==> config.mk <==
export PLATFORM = sky130hd
export DESIGN_NAME = div_counter
export DESIGN_NICKNAME = d
export VERILOG_FILES = /design/src/rtl/div_counter_pkg.sv /design/src/rtl/div_counter.sv
export SDC_FILE = /design/constraint.sdc
export NUM_CORES = 1
export LEC_CHECK = 0
export ABC_CLOCK_PERIOD_IN_PS = 1800
export CORE_AREA = 2 2 39 41
export DETAILED_ROUTE_END_ITERATION = 7
export DIE_AREA = 0 0 41 43
export MAX_ROUTING_LAYER = met4
export PLACE_DENSITY = 0.56
export SLEW_MARGIN = 20
export SYNTH_ARGS = -nofsm -noshare
export SYNTH_HDL_FRONTEND = slang
export SYNTH_SLANG_ARGS = --single-unit
==> constraint.sdc <==
create_clock -name clk -period 1.8 [get_ports clk]
set_clock_uncertainty 0.05 [all_clocks]
set_input_delay 0.36 -clock clk [delete_from_list [all_inputs] [get_ports clk]]
set_output_delay 0.36 -clock clk [all_outputs]
set_load 0.01 [all_outputs]
==> src/rtl/div_counter_pkg.sv <==
// Shared types and constants for the picture division-step counter.
package div_counter_pkg;

  localparam int CNT_W        = 5;
  localparam int TERM_CNT_DEF = 21;

  typedef enum logic [1:0] {
    ST_IDLE  = 2'd0,
    ST_COUNT = 2'd1,
    ST_LOAD  = 2'd2,
    ST_RENEW = 2'd3
  } state_e;

endpackage

==> src/rtl/div_counter.sv <==
// Division-step counter: counts TERM_CNT+1 cycles per picture, then strobes
// sort_reg_en and renew_index. Define DIV_COUNTER_CNT_OUT_EN to expose cnt_o.
module div_counter
  import div_counter_pkg::*;
#(
  parameter int TERM_CNT = TERM_CNT_DEF
) (
  input  logic             clk,
  input  logic             reset,
  input  logic             one_picture,
  output logic             sort_reg_en,
  output logic             renew_index,
`ifdef DIV_COUNTER_CNT_OUT_EN
  output logic             busy,
  output logic [CNT_W-1:0] cnt_o
`else
  output logic             busy
`endif
);

  localparam logic [CNT_W-1:0] TERM = CNT_W'(TERM_CNT);

  state_e           state_q, state_d;
  logic [CNT_W-1:0] cnt_q, cnt_d;
  logic             sort_q, renew_q, busy_q;

  // NOTE: every signal written here gets a default first, so no latch is inferred.
  always_comb begin
    state_d = state_q;
    cnt_d   = cnt_q;
    unique case (state_q)
      ST_IDLE: begin
        if (one_picture) begin
          state_d = ST_COUNT;
          cnt_d   = '0;
        end
      end
      ST_COUNT: begin
        if (one_picture) begin
          cnt_d = '0;
        end else if (cnt_q == TERM) begin
          state_d = ST_LOAD;
          cnt_d   = '0;
        end else begin
          cnt_d = cnt_q + 1'b1;
        end
      end
      ST_LOAD: begin
        state_d = ST_RENEW;
      end
      ST_RENEW: begin
        // A new picture arriving here chains straight into the next count.
        state_d = one_picture ? ST_COUNT : ST_IDLE;
        cnt_d   = '0;
      end
      default: begin
        state_d = ST_IDLE;
        cnt_d   = '0;
      end
    endcase
  end

  // Strobes are flopped from the next state, so they line up with the
  // state register and never see one_picture combinationally.
  // NOTE: sequential state uses non-blocking assignments only.
  always_ff @(posedge clk) begin
    if (reset) begin
      state_q <= ST_IDLE;
      cnt_q   <= '0;
      sort_q  <= 1'b0;
      renew_q <= 1'b0;
      busy_q  <= 1'b0;
    end else begin
      state_q <= state_d;
      cnt_q   <= cnt_d;
      sort_q  <= (state_d == ST_LOAD);
      renew_q <= (state_d == ST_RENEW);
      busy_q  <= (state_d != ST_IDLE);
    end
  end

  assign sort_reg_en = sort_q;
  assign renew_index = renew_q;
  assign busy        = busy_q;

`ifdef DIV_COUNTER_CNT_OUT_EN
  assign cnt_o = cnt_q;
`endif

endmodule

* Word-level counts from Yosys, hierarchy flattened
Index checks and enable logic that the tools add are counted.
** Storage, ports and cells
- Register bits after elaboration :: 10
- Latch bits :: 0
- Bits in writable memories :: 0
- Bits in read-only memories :: 0
- Input port bits :: 3
- Output and inout port bits :: 3
- Word-level logic and storage cells :: 26
- Memories kept :: 0
** Cells by class
- $add $sub $neg :: 1
- Multipliers :: 0
- Div/mod/pow operators :: 0
- Magnitude comparators :: 0
- Equality and inequality tests :: 7
- Shift-type cells :: 0
- Muxes and demuxes :: 9
- Bitwise operators :: 0
- Reductions and logical operators :: 4
** Operator list (number)
- $mux 5 :: 3
- $pmux 5 s3 :: 1
- $eq 2x2->1 const B :: 4
- $pmux 2 s4 :: 1
- $mux 2 :: 3
- $add 5x1->5 const B :: 1
- $eq 5x5->1 const B :: 1
- $reduce_bool 3->1 :: 1
- $eq 2x1->1 const B :: 1
- $logic_not 2->1 :: 1
- $ne 2x2->1 const B :: 1
- $reduce_and 2->1 :: 1
- $reduce_bool 2->1 :: 1
- $mux 1 :: 1

* Longest topological paths before layout
- Word-level depth :: 5
- Gate-level depth with buffers :: 6
- Gate-level depth less buffers :: 6

* Worst setup path before layout
Ideal clock, no wire load.
- Path kind :: in2reg
- From :: in one_picture
- To :: reg cnt_q[2]
- Setup time :: 74 ps
- Arrival time :: 1336 ps
- Required time :: 1676 ps
- Setup slack :: 340 ps
- Cell stages on the path :: 4
- Path buffers :: 0
- Path through :: or4b_4 -> nand2b_4 -> nand2b_1 -> a31oi_1
** Between the ends
- Longest elaborated chain between the ends :: 2
- Elaborated cells between the ends (all ways) :: 4
- Classes of those cells :: eq/ne: 1; mux: 2; reduce/logical: 1
** RTL lines
- start, declared :: line div_counter.sv:10 : input logic one_picture,
- $mux 5 / $ne 2x2->1 (equally long branches)
- $pmux 5 s3 / $reduce_and 2->1 (equally long branches)
- end signal, assigned :: line div_counter.sv:75 : cnt_q <= cnt_d;
- end, declared :: line div_counter.sv:24 : logic [CNT_W-1:0] cnt_q, cnt_d;
Several ways; a longest one is shown, not always the timed one.
A chain may end at the register's enable or synchronous reset.

* Worst setup path in the final report
Same ends and word-level chain as after synthesis.

==> flow_summary.ini <==
[clocking]
cts_setup_buffers = 0
cts_sinks = 10
cts-root-buf = clkbuf_4
insertion_delay_ns = 0.26
cts-htree-levels = 1
cts_tree = done
cts_buffer_depth = 2
cts_buffers = 3
hold_buffers = 0
path_clk_slew_ns = 0.07
cts_resized = 0

[drt]
dr.pass1.iters = 2
wl_per_cell_um = 10.00
dr.first_iter.drc_count = 6
vias = 352
route.detailed.drc = 0
via_per_inst = 4.822
ant_nets = 0
drt-total-wl_um = 730

[die]
ios = 6
die-area_um2 = 1763
num_rows = 14
die_h_um = 43
die_width_um = 41
core-area_um2 = 1384
initial_core_util = 0.3029

[setup_path]
max_stage_delay_ns = 0.56
cp.depth = 5
crit_fanout = 4
path_buf_inv = 1
path_class = in2reg
r2r.worst_path.cells = 4
timing.rr.end = cnt_q[2]$_SDFFE_PP0P_
arrival_ns = 1.83
path_delay_family = simple AND/OR/NAND/NOR gates
worstSetupEndpointType = flop
crit_slowest_cell = or4b_4
r2r-start = state_q[0]$_SDFF_PP0_
path_cells = clkdlybuf4s50_1 -> or4b_4 -> nand2b_4 -> nand2b_1 -> a31oi_1
critPathLaunchType = input port
cp.required_ns = 1.94
reg2reg_slack_ns = 0.29

[min_path]
whs_path_depth = 2
whs_endpoint = cnt_q[4]$_SDFFE_PP0P_
hold_path.class = reg2reg
hold_start = cnt_q[4]$_SDFFE_PP0P_

[timing]
fmax_ghz = 0.5921
rsz0062_at_grt = no
relSlewSlack = 0.8392
setup_viol = 0
min_period_over_period = 0.9383
setup_tns_ns = 0
hold_viol_final = 0
slew_viol_final = 0
fin_crit_ns = 1.689
tightest_slew_ns = 0.2399

[global_route]
grt_pass1_wl_mm = 1.283
first_global_vias = 336
grt_max_degree = 7
globalRouteOverflowTotal = 0
track_usage = 0.1147
antenna_found_initial = 0

[job]
max_cap_violations = 0

[pwr]
ir_drop_v = 0.0004040
p_per_area_nw_per_um2 = 835.3
power_mw = 0.4640
power_leakage_nw = 0.2208

[logic_synthesis]
syn_inst = 44
yosys.area.top_type = dfxtp_1
yosys_warnings = 0
synth_fp_nets = 49
avgSynthCellArea_um2 = 9.526
netlist_area_um2 = 419.2
synth_seq_cells = 10
netlist_top_cells_area = dfxtp_1 (48%), ha_1 (6.0%), o21ai_0 (4.8%)
synth-seq-area-share = 0.4776
synth_cell_type_count = 19
synth_top_area_frac = 0.4776

[finish]
area_delta_synth_final_pct = 32.54
drive_gt1_frac = 0.1930
antennaDiodeCount = 0
final_cell_area_um2 = 555.5
final_nets = 63

[place]
dp_hpwl_um = 552.5
place_congestion = 0.8354
postPlaceCellArea_um2 = 519.2
port_buffers = 5

[outcome]
status = completed
-- cells in the mapped netlist --
cell type	count
nand3_1	3
nand4b_1	1
nor2_1	2
o21ba_2	1
xor2_1	1
nand2b_4	1
inv_1	4
dfxtp_1	10
o21ai_0	4
nor3_1	1
ha_1	2
nand2b_1	2
nand2_1	3
nor2b_1	1
a31oi_1	3
and2b_1	1
o22ai_1	2
or4b_4	1
o31ai_1	1
-- metrics by stage --
stage	hold slack [ns]	setup WS [ns]	utilization	cells
after global routing	0.4550	0.04590	0.4014	73
final	0.4450	0.1110	0.4014	73
after floorplan	0.3794	0.3398	-	44
after global placement	0.4353	-0.1683	0.3752	69
after detailed placement	0.4267	-0.1666	0.3752	69
after CTS	0.4395	0.1042	0.4014	73
-- cell type report --
type                       count  area [um2]
clock buffer                   4       36.28
fill                         148       828.3
inverter                       4       15.01
multi-input combinational     30       203.9
sequential                    10       200.2
tap                           16       20.02
timing repair buffer           9       80.08
-- power by group --
part | switching (mW) | internal, mW | total, mW
Combinational | 0.0127 | 0.0193 | 0.0321
Clock | 0.0792 | 0.123 | 0.202
Sequential | 0.00413 | 0.226 | 0.230
-- metal layers --
layer / track usage / share of wire / up-vias
li1: - / - / 179
met1: 0.1270 / 0.46 / 163
met2: 0.1594 / 0.47 / 8
met3: 0.06283 / 0.047 / 2
met4: 0.06000 / 0.019 / 0
met5: - / 0 / -
-- registers in the layout, summed over array words and instances (netlist names) --
signal / flops
busy: 1
renew_index: 1
sort_reg_en: 1
cnt_q: 5
state_q: 2
-- worst min-delay path, cell delays in order, from the launching register on --
cell	delay, ns
dfxtp_1	0.33
nand2_1	0.05
o21ai_0	0.06
-- placed cells by master (no fill, tap or decap), drive strengths merged --
| cell type | Yosys | final |
|---|---|---|
| dfxtp | 10 | 10 |
| clkdlybuf4s50 | 0 | 5 |
| inv | 4 | 4 |
| o21ai | 4 | 4 |
| buf | 0 | 4 |
| clkbuf | 0 | 4 |
| nand3 | 3 | 3 |
| nand2 | 3 | 3 |
| a31oi | 3 | 3 |
| nand2b | 3 | 3 |
| o22ai | 2 | 2 |
| nor2 | 2 | 2 |
| ha | 2 | 2 |
| nand4b | 1 | 1 |
| or4b | 1 | 1 |
| xor2 | 1 | 1 |
| nor2b | 1 | 1 |
| nor3 | 1 | 1 |
| and2b | 1 | 1 |
| o31ai | 1 | 1 |
| o21ba | 1 | 1 |
-- cell families (layout without fill, tap and decap cells) --
group	Yosys count	count (layout)	share of synthesized area
buffers and inverters	4	17	0.03581
AOI/OAI and AO/OA	11	11	0.1642
and+or+nand+nor	16	16	0.2418
xor gates and xnor gates	1	1	0.02090
adders and majority gates	2	2	0.05969
DFF	10	10	0.4776
-- worst max path at each step --
| stage | startpoint | to | slack [ns] |
|---|---|---|---|
| after floorplan | one_picture | cnt_q[2]$_SDFFE_PP0P_ | 0.34 |
| after CTS | one_picture | cnt_q[2]$_SDFFE_PP0P_ | 0.10 |
| final | one_picture | cnt_q[2]$_SDFFE_PP0P_ | 0.11 |
| after detailed placement | one_picture | cnt_q[2]$_SDFFE_PP0P_ | -0.17 |
| after global placement | one_picture | cnt_q[2]$_SDFFE_PP0P_ | -0.17 |
| after global routing | one_picture | cnt_q[2]$_SDFFE_PP0P_ | 0.05 |
(Power assumes the default switching activity.)
